File: config.mk
export PLATFORM = sky130hd
export DESIGN_NAME = ss_scroll_controller
export DESIGN_NICKNAME = d
export VERILOG_FILES = /design/src/rtl/io_map_pkg.sv /design/src/rtl/scroll_tick_gen.sv /design/src/rtl/ss_scroll_controller.sv
export SDC_FILE = /design/constraint.sdc
export NUM_CORES = 1
export LEC_CHECK = 0
export CAP_MARGIN = 10
export CORE_ASPECT_RATIO = 1.1
export CORE_UTILIZATION = 34
export CTS_CLUSTER_DIAMETER = 150
export DETAILED_ROUTE_END_ITERATION = 12
export PLACE_DENSITY_LB_ADDON = 0.2
export SLEW_MARGIN = 20
export SYNTH_ARGS = -nofsm -noshare
export SYNTH_HDL_FRONTEND = slang
export SYNTH_SLANG_ARGS = --single-unit
File: constraint.sdc
create_clock -name clk -period 11.3 [get_ports clk]
set_input_delay 2.26 -clock clk [delete_from_list [all_inputs] [get_ports clk]]
set_output_delay 2.26 -clock clk [all_outputs]
set_load 0.05 [all_outputs]
File: src/rtl/io_map_pkg.sv
// I/O page map, scroll FSM state type and buffer geometry for the scroll controller.
// No logic, so no latency.
// No flow control; address decode helpers only.
package io_map_pkg;

    // Driver-side addresses (page-relative)
    localparam logic [7:0] ADDR_SS0     = 8'h00;
    localparam logic [7:0] ADDR_SS1     = 8'h01;
    localparam logic [7:0] ADDR_SS2     = 8'h02;
    localparam logic [7:0] ADDR_SS3     = 8'h03;
    localparam logic [7:0] ADDR_SS4     = 8'h04;
    localparam logic [7:0] ADDR_SS5     = 8'h05;
    localparam logic [7:0] ADDR_SS6     = 8'h06;
    localparam logic [7:0] ADDR_SS7     = 8'h07;
    localparam logic [7:0] ADDR_LEFT    = 8'h08;
    localparam logic [7:0] ADDR_RIGHT   = 8'h09;
    localparam logic [7:0] ADDR_PB_BASE = 8'h10;

    // Controller registers (absorbed, never forwarded to the driver)
    localparam logic [7:0] ADDR_CTRL     = 8'h20;
    localparam logic [7:0] ADDR_LEN      = 8'h21;
    localparam logic [7:0] ADDR_RATE     = 8'h22;
    localparam logic [7:0] ADDR_OFFSET   = 8'h23;
    localparam logic [7:0] ADDR_BUF_BASE = 8'h30;

    localparam int BUF_DEPTH = 16;

    typedef enum logic {
        IDLE  = 1'b0,
        FRAME = 1'b1
    } scroll_state_t;

    // True for 0x20..0x23 and 0x30..0x3F
    function automatic logic is_ctrl_addr(input logic [7:0] addr);
        return (addr[7:2] == ADDR_CTRL[7:2]) || (addr[7:4] == ADDR_BUF_BASE[7:4]);
    endfunction

endpackage

File: src/rtl/scroll_tick_gen.sv
// Prescaler (TICK_DIV clocks per tick) plus step counter (rate ticks per step).
// step is combinational in the cycle of the terminal tick; one cycle wide.
// No backpressure: a step nobody consumes is simply lost by the consumer.
module scroll_tick_gen #(
    parameter int TICK_DIV = 1000
) (
    input  logic       clk,
    input  logic       nrst,
    input  logic       en,
    input  logic [7:0] rate,
    output logic       step
);

    localparam int PW = (TICK_DIV > 2) ? $clog2(TICK_DIV) : 1;
    localparam logic [PW-1:0] PRESC_MAX = PW'(TICK_DIV - 1);

    logic [PW-1:0] presc;
    logic [7:0]    step_cnt;
    logic [7:0]    rate_eff;
    logic          tick;

    // RATE of 0 behaves as 1
    assign rate_eff = (rate == 8'd0) ? 8'd1 : rate;
    assign tick     = en && (presc == PRESC_MAX);
    // >= so that lowering RATE below the current count still steps promptly
    assign step     = tick && (step_cnt >= (rate_eff - 8'd1));

    // Prescaler: free-runs while enabled, held cleared while disabled
    always_ff @(posedge clk or negedge nrst) begin
        if (!nrst) begin
            presc <= '0;
        end else if (!en) begin
            presc <= '0;
        end else if (presc == PRESC_MAX) begin
            presc <= '0;
        end else begin
            presc <= presc + 1'b1;
        end
    end

    // Step counter: counts ticks, wraps when a step is issued
    always_ff @(posedge clk or negedge nrst) begin
        if (!nrst) begin
            step_cnt <= 8'd0;
        end else if (!en) begin
            step_cnt <= 8'd0;
        end else if (step) begin
            step_cnt <= 8'd0;
        end else if (tick) begin
            step_cnt <= step_cnt + 8'd1;
        end
    end

endmodule

File: src/rtl/ss_scroll_controller.sv
// Scrolls a 16-entry message across eight 7-seg digits, sharing the driver port with the CPU.
// Driver outputs combinational from state and CPU inputs; a frame is 8 write cycles plus stalls.
// CPU always wins the driver port; the engine stalls (holds digit index) while preempted.
module ss_scroll_controller
    import io_map_pkg::*;
#(
    parameter int TICK_DIV = 1000
) (
    input  logic       clk,
    input  logic       nrst,
    input  logic       cpu_req,
    input  logic       cpu_read_en,
    input  logic [7:0] cpu_addr,
    input  logic [7:0] cpu_din,
    output logic       drv_read_en,
    output logic [7:0] drv_addr,
    output logic [7:0] drv_din,
    output logic       ctrl_hit,
    output logic [7:0] ctrl_dout
);

    scroll_state_t state, nxt_state;

    logic       en;
    logic [3:0] len;
    logic [7:0] rate;
    logic [3:0] offset;
    logic [7:0] msg_buf [BUF_DEPTH];
    logic       step_pend;
    logic [2:0] d;

    logic       is_ctrl;
    logic       fwd;
    logic       ctrl_wr;
    logic       en_nxt;
    logic       step;
    logic       busy;
    logic       engine_wr;
    logic       frame_start;
    logic       frame_done;
    logic [4:0] length;
    logic [4:0] pos;
    logic [4:0] idx;

    assign is_ctrl = is_ctrl_addr(cpu_addr);
    assign fwd     = cpu_req && !is_ctrl;
    assign ctrl_wr = cpu_req && !cpu_read_en && is_ctrl;
    assign busy    = (state == FRAME);
    // Value EN holds after this edge; lets an EN clear abort the frame at that same edge
    assign en_nxt  = (ctrl_wr && (cpu_addr == ADDR_CTRL)) ? cpu_din[0] : en;

    // Buffer index for the current digit; offset never exceeds len so pos stays < 32
    assign length = {1'b0, len} + 5'd1;
    assign pos    = {1'b0, offset} + {2'b00, d};
    assign idx    = pos % length;

    scroll_tick_gen #(.TICK_DIV(TICK_DIV)) u_tick (
        .clk  (clk),
        .nrst (nrst),
        .en   (en),
        .rate (rate),
        .step (step)
    );

    // Configuration registers written by the CPU
    always_ff @(posedge clk or negedge nrst) begin
        if (!nrst) begin
            en   <= 1'b0;
            len  <= 4'hF;
            rate <= 8'd1;
        end else if (ctrl_wr) begin
            if (cpu_addr == ADDR_CTRL) en   <= cpu_din[0];
            if (cpu_addr == ADDR_LEN)  len  <= cpu_din[3:0];
            if (cpu_addr == ADDR_RATE) rate <= cpu_din;
        end
    end

    // Message buffer
    always_ff @(posedge clk or negedge nrst) begin
        if (!nrst) begin
            for (int i = 0; i < BUF_DEPTH; i++) msg_buf[i] <= 8'd0;
        end else if (ctrl_wr && (cpu_addr[7:4] == ADDR_BUF_BASE[7:4])) begin
            msg_buf[cpu_addr[3:0]] <= cpu_din;
        end
    end

    // FSM state register
    always_ff @(posedge clk or negedge nrst) begin
        if (!nrst) state <= IDLE;
        else       state <= nxt_state;
    end

    // FSM next state and engine write strobe
    always_comb begin
        nxt_state   = state;
        frame_start = 1'b0;
        frame_done  = 1'b0;
        engine_wr   = 1'b0;
        case (state)
            IDLE: begin
                if (en && en_nxt && step_pend) begin
                    nxt_state   = FRAME;
                    frame_start = 1'b1;
                end
            end
            FRAME: begin
                engine_wr  = en && !fwd;
                frame_done = engine_wr && (d == 3'd7);
                if (!en_nxt || frame_done) nxt_state = IDLE;
            end
            default: nxt_state = IDLE;
        endcase
    end

    // Digit index, scroll offset and pending-step flag
    always_ff @(posedge clk or negedge nrst) begin
        if (!nrst) begin
            d         <= 3'd0;
            offset    <= 4'd0;
            step_pend <= 1'b0;
        end else begin
            if (frame_start)    d <= 3'd0;
            else if (engine_wr) d <= d + 3'd1;

            if (ctrl_wr && (cpu_addr == ADDR_LEN)) offset <= 4'd0;
            else if (frame_done)                   offset <= (offset >= len) ? 4'd0 : offset + 4'd1;

            if (!en_nxt)          step_pend <= 1'b0;
            else if (step)        step_pend <= 1'b1;
            else if (frame_start) step_pend <= 1'b0;
        end
    end

    // Driver port mux: forwarded CPU cycle, else engine write, else idle read
    always_comb begin
        drv_read_en = 1'b1;
        drv_addr    = 8'd0;
        drv_din     = 8'd0;
        if (fwd) begin
            drv_read_en = cpu_read_en;
            drv_addr    = cpu_addr;
            drv_din     = cpu_din;
        end else if (engine_wr) begin
            drv_read_en = 1'b0;
            drv_addr    = {5'd0, d};
            drv_din     = msg_buf[idx[3:0]];
        end
    end

    // Controller register read-back
    always_comb begin
        ctrl_hit  = cpu_req && cpu_read_en && is_ctrl;
        ctrl_dout = 8'd0;
        if (ctrl_hit) begin
            if (cpu_addr[7:4] == ADDR_BUF_BASE[7:4]) begin
                ctrl_dout = msg_buf[cpu_addr[3:0]];
            end else begin
                case (cpu_addr)
                    ADDR_CTRL:   ctrl_dout = {6'd0, busy, en};
                    ADDR_LEN:    ctrl_dout = {4'd0, len};
                    ADDR_RATE:   ctrl_dout = rate;
                    ADDR_OFFSET: ctrl_dout = {4'd0, offset};
                    default:     ctrl_dout = 8'd0;
                endcase
            end
        end
    end

endmodule

* After elaboration in Yosys (flattened, before gate mapping)
Index checks and enable logic that the tools add are counted.
** Operators by class
- Add/subtract/negate cells :: 7
- Div/mod/pow operators :: 1
- Magnitude comparators :: 5
- Equal/unequal tests :: 10
- Muxes and demuxes :: 39
- Bitwise operators :: 3
- Reduce and logical (&&, ||, !) cells :: 27
** Operators with widths (number)
- $bwmux W128 :: 1
- $mux W8 :: 14
- $bmux W8 S4 :: 2
- $demux W8 S4 :: 1
- $eq A8 B6 Y1 const B :: 4
- $pmux W8 S4 :: 1
- $mux W10 :: 2
- $logic_and A1 B1 Y1 :: 15
- $mux W4 :: 3
- $mux W1 :: 11
- $add A10 B1 Y10 const B :: 1
- $eq A10 B10 Y1 const B :: 1
- $ge A5 B5 Y1 const B :: 2
- $not A4 Y5 :: 2
- $mux W3 :: 3
- $add A8 B1 Y8 const B :: 1
- $ge A8 B8 Y1 :: 1
- $logic_not A8 Y1 :: 1
- $sub A8 B1 Y8 const B :: 1
- $eq A6 B4 Y1 const B :: 1
- $ne A3 B1 Y1 const B :: 2
- $reduce_and A2 Y1 :: 3
- $add A4 B1 Y5 const B :: 1
- $add A4 B3 Y5 :: 1
- 12 further kinds :: 17
** Storage, ports and cells
- Flip-flop bits (word level) :: 168
- Bits of input ports :: 20
- Output and inout bits :: 26
- Logic and storage cells :: 117

* Logic depth before layout (Yosys ltp)
- Depth after elaboration :: 12
- Mapped depth :: 40

* Hierarchy
Synthesis repeated with hierarchy kept, for this count alone.
** Second synthesis, totals
- Cells, all modules :: 937
- Area, all modules :: 10919.2 µm²
** Modules (own cells, without submodules)
- ss_scroll_controller :: instances 1, cells an instance 796, area an instance 9668.0 µm²
- scroll_tick_gen :: instances 1, cells an instance 141, area an instance 1251.2 µm²

* Least setup slack after synthesis
Ideal clock, no wire load.
- Path type :: reg-to-output
- From :: register offset[0]
- To :: output port drv_din[6]
- Data arrival time :: 8.430 ns
- Data required time :: 9.040 ns
- Slack :: 0.610 ns
- Cell stages (with the launch flop) :: 37
- Buffers on the path :: 4
- Path through :: dfrtp_1 > ha_1 > inv_1 > fa_1 > nor2b_1 > o21a_1 > ha_1 > a21oi_1 > ha_1 > nor2b_1 > nor2_1 > and3_1 > o31a_1 > or3_1 > ha_1 > o21a_1 > o221ai_1 > o21ai_0 > o32a_1 > ha_1 > and2_1 > a41o_1 > o21a_2 > mux2_4 > buf_6 > inv_6 > buf_4 > ha_1 > nor2b_1 > o31a_1 > o32a_1 > clkbuf_1 > nor2_1 > a21o_1 > clkbuf_1 > a41oi_1 > o211ai_1
** Between the ends
- Longest elaborated chain between the ends :: 8
** RTL lines
- from (decl) :: RTL line ss_scroll_controller.sv:27 : logic [3:0] offset;
- from (signal assigned) :: RTL line ss_scroll_controller.sv:126 : else if (frame_done) offset <= (offset >= len) ? 4'd0 : offset + 4'd1;
- $add A4 B3 Y5 :: RTL line ss_scroll_controller.sv:54 : assign pos = {1'b0, offset} + {2'b00, d};
- $mod A5 B5 Y5 :: RTL line ss_scroll_controller.sv:55 : assign idx = pos % length;
- $not A4 Y5 (implied by the code) :: RTL line ss_scroll_controller.sv:146 : drv_din = msg_buf[idx[3:0]];
- $bmux W8 S4 :: RTL line ss_scroll_controller.sv:146
- $mux W8 (implied by the code) (2 in series) :: RTL line ss_scroll_controller.sv:146
- $mux W8 :: RTL line ss_scroll_controller.sv:143 : end else if (engine_wr) begin
- $mux W8 :: RTL line ss_scroll_controller.sv:139 : if (fwd) begin
- to (decl) :: RTL line ss_scroll_controller.sv:17 : output logic [7:0] drv_din,
Every way passes these cells. The select of a mux whose other input is x is not followed.

* Final worst setup path
- From :: register offset[2]
- To :: output port drv_din[2]
Same word-level chain as after synthesis.

==> run_results.csv <==
group,metric,value,unit
synthesis,yosys.area_share.simple,10.5,%
run_status,status,"complete, no violations",
global_routing,grt_max_degree,69,
sta,skew,8.31,ps
min_path,hold_class,"register to register",
place,pre_cts_slack,263,ps
place,portBuffers,45,
worst_setup_path,max_stage_delay,450,ps
synthesis,synth_compound_area_share,14.9,%
sta,slew_violations,0,
drt,vias,9115,
floorplan,floorplan.die_area,34600,sq um
worst_setup_path,path_common_cell,"ha_1",
worst_setup_path,reg2regPathDepth,14,
synthesis,synthAdderAreaFrac,4.58,%
synthesis,synthXorXnorAreaFrac,1.75,%
sta,fmaxAchievable,91.2,MHz
finish,antennaDiodeCount,0,
floorplan,io_pins,46,
job,drv_cap,0,
finish,fill_cells,3257,
worst_setup_path,crit_arrival,8700,ps
synthesis,synth_flop_cell,"dfrtp_1",
global_routing,antenna_found_initial,1,
synthesis,syn_area_per_cell,10.4,sq um
power_and_ir_drop,leakage,6.04,nW
global_routing,grt_pass1_wl,54.6,mm
finish,finalNonFillerCells,1569,
sta,timing.final.crit_share,97.0,%
synthesis,synthArstFlopShare,100,%
synthesis,synth-seq-area-share,36.5,%
drt,wire_per_inst,22.3,microns
worst_setup_path,cp_max_fo,18,
clock_network,clock_latency,440,ps
power_and_ir_drop,p_per_area,116,nW/um^2
sta,finalSetupViolCount,0,
global_routing,grt.total_usage,20.9,%
finish,fin_nets,1185,
synthesis,synth_top_family_by_area,"multiplexers",
global_routing,grt-ovfl-total,0,
power_and_ir_drop,peakVddDrop,0.132,mV
place,dp_hpwl,23.0,mm
sta,tightest_slew,1020,ps
sta,maxSlewHeadroom,31.8,%
sta,hold_ws,463,ps
drt,first_iter_violations,687,
drt,ant_nets,0,
floorplan,core-area,33300,sq um
finish,final_area,13200,sq um
worst_setup_path,crit_path_top_delay_cell,"dfrtp_1",
drt,drc,0,
drt,drt_first_pass_iters,5,
worst_setup_path,required,9040,ps
clock_network,cts.clk_slew.worst_paths,80,ps
power_and_ir_drop,p_int,0.00104,W
global_routing,first_global_vias,9115,
worst_setup_path,timing.rr.start,"rate[3]$_DFFE_PN0P_",
synthesis,ys_types,64,
synthesis,yosys_register_bits,168,
finish,syn_to_final_growth,14.3,%
finish,layout-drive-gt1-share,26.5,%
clock_network,hold_buffers,0,
worst_setup_path,path_class,"register to primary output",
sta,period_needed,10960,ps
floorplan,die_w,178,microns
place,placed_area,12400,sq um
power_and_ir_drop,switching_share,32.0,%
floorplan,die_h,195,microns
sta,timing.final.ws_setup,338,ps
synthesis,muxShareOfSynthArea,27.9,%
worst_setup_path,reg2reg_slack,7070,ps
worst_setup_path,rr_endpoint,"u_tick.step_cnt[6]$_DFFE_PN0P_",
sta,finalHoldViolations,0,
clock_network,root_buffer,"clkbuf_16",
clock_network,cts_inserted_buffers,17,
worst_setup_path,endpoint_kind,"primary output",
power_and_ir_drop,pwr-share-clk,39.2,%
synthesis,syn_inst,1105,
min_path,hp-start,"u_tick.presc[0]$_DFF_PN0_",
synthesis,syn-num-nets,1166,
floorplan,start_util,34.6,%
worst_setup_path,startpoint_type,"register",
power_and_ir_drop,power.total,0.00152,W
power_and_ir_drop,seqPwrFrac,41.1,%
min_path,hold_depth,1,
place,routabilityCongestion,0.815,
synthesis,synth_warnings,0,
clock_network,clk_path_buf_depth,2,
floorplan,rows,70,
place,placed_cells,1533,
clock_network,cts_tree,"yes",
drt,routed_wl,35.0,mm
power_and_ir_drop,power_frac_comb,19.7,%
drt,viasPerCell,5.81,
clock_network,h-tree-depth,4,
synthesis,synth_area,11500,sq um
synthesis,synth_edf_count,0,
min_path,holdPathEnd,"u_tick.presc[0]$_DFF_PN0_",
clock_network,clock_sinks,168,
power_and_ir_drop,p_switching,0.000488,W
critical path, delay by kind of cell (launching register included):
family,cells,cell delay [ps]
AO/OA/AOI/OAI,16,3670
adder cells (fa/ha/maj),6,1580
AND/OR/NAND/NOR,8,1400
buffers and inverters,4,670
multiplexers,2,500
flip-flops,1,450
per-layer routing:
layer | routed length, microns | vias up | GRT usage, % | part of all wire [%]
li1 | - | 4145 | - | -
met1 | 15500 | 4624 | 27.9 | 44
met2 | 16300 | 291 | 32.8 | 47
met3 | 2150 | 51 | 4.40 | 6.1
met4 | 875 | 4 | 7.72 | 2.5
met5 | 102 | - | 1.87 | 0.29
flip-flops by register name, summed over array words and instances, names as in the netlist:
register,cells
len,4
step_pend,1
u_tick.presc,10
en,1
msg_buf,128
d,3
offset,4
rate,8
busy,1
u_tick.step_cnt,8
cells by family (layout without fill, tap and decap cells):
family                   after synthesis  after routing
flip-flops                           168            168
buffers and inverters                101            133
AND/OR/NAND/NOR                      264            264
XOR/XNOR                              23             23
multiplexers                         249            249
AO/OA/AOI/OAI                        259            259
adder cells (fa/ha/maj)               41             41
power by group through the flow:
stage                     Combinational (W)  Sequential [W]  Clock, W
after floorplan                    0.000198        0.000634         0
after global placement             0.000290        0.000638         0
after detailed placement           0.000290        0.000638         0
after CTS                          0.000294        0.000626  0.000613
after global routing               0.000327        0.000628  0.000635
final                              0.000300        0.000626  0.000598
cells in the final DEF, fill, tap and decap left out, types with 11 or more instances in the layout:
master             n
mux4_2            43
a22o_1            32
xnor2_1           17
mux2_2           146
nor2_1            54
nand3_1           14
inv_1             23
clkbuf_16         17
dfrtp_1          162
nor2b_1           11
nand2_1          119
clkdlybuf4s50_1   34
and3_1            15
a21oi_1          115
mux2i_1           58
o21ai_0           22
buf_4             36
ha_1              34
stage by stage:
step / utilization [%] / TNS, ps
2_1_floorplan: - / 0
3_3_place_gp: 37.2 / 0
3_5_place_dp: 37.2 / 0
4_1_cts: 39.1 / 0
5_1_grt: 39.6 / -201
6_report: 39.6 / 0
final cells by class:
cell class              instances  area (sq um)  area share (%)
clock buffers                  17           425            3.23
clock inverters                15           179            1.36
inverters                      24          95.1           0.722
multi-input cells             836          7020            53.3
flip-flops and latches        168          4210            32.0
well taps                     432           541            4.11
repair buffers                 77           698            5.30
synth_stat cells, types with 9 or more instances:
cell	number	area, sq um
mux4_2	43	968
mux2i_1	59	591
nand2b_1	9	56.3
a22o_1	32	280
a22oi_1	9	67.6
and3_1	15	93.8
dfrtp_1	163	4080
and2_1	10	62.6
nand3_1	14	70.1
nand2_1	119	447
xnor2_1	17	149
nor2b_1	12	75.1
nor2_1	55	206
o21ai_0	22	110
clkbuf_1	51	191
a21oi_1	118	591
buf_2	14	70.1
inv_1	23	86.3
mux2_2	146	1640
ha_1	39	488
worst max-delay path by stage:
stage | startpoint | end | slack [ps] | cells after the start
after floorplan | offset[0]$_DFFE_PN0P_ | drv_din[6] | 610 | 36
after global placement | offset[0]$_DFFE_PN0P_ | drv_din[7] | 370 | 36
after detailed placement | offset[0]$_DFFE_PN0P_ | drv_din[2] | 260 | 35
after CTS | offset[0]$_DFFE_PN0P_ | drv_din[5] | 20 | 36
after global routing | d[0]$_DFFE_PN0P_ | drv_din[6] | -60 | 36
final | offset[2]$_DFFE_PN0P_ | drv_din[2] | 340 | 36
what timing repair did:
item                       4_1_cts  5_1_grt
pin swaps                        1        6
setup buffers                    0        4
setup endpoints to repair        8        8
resized for setup                7       20
hold endpoints to repair         0        0
No activity file was read; power rests on OpenSTA's default activity.
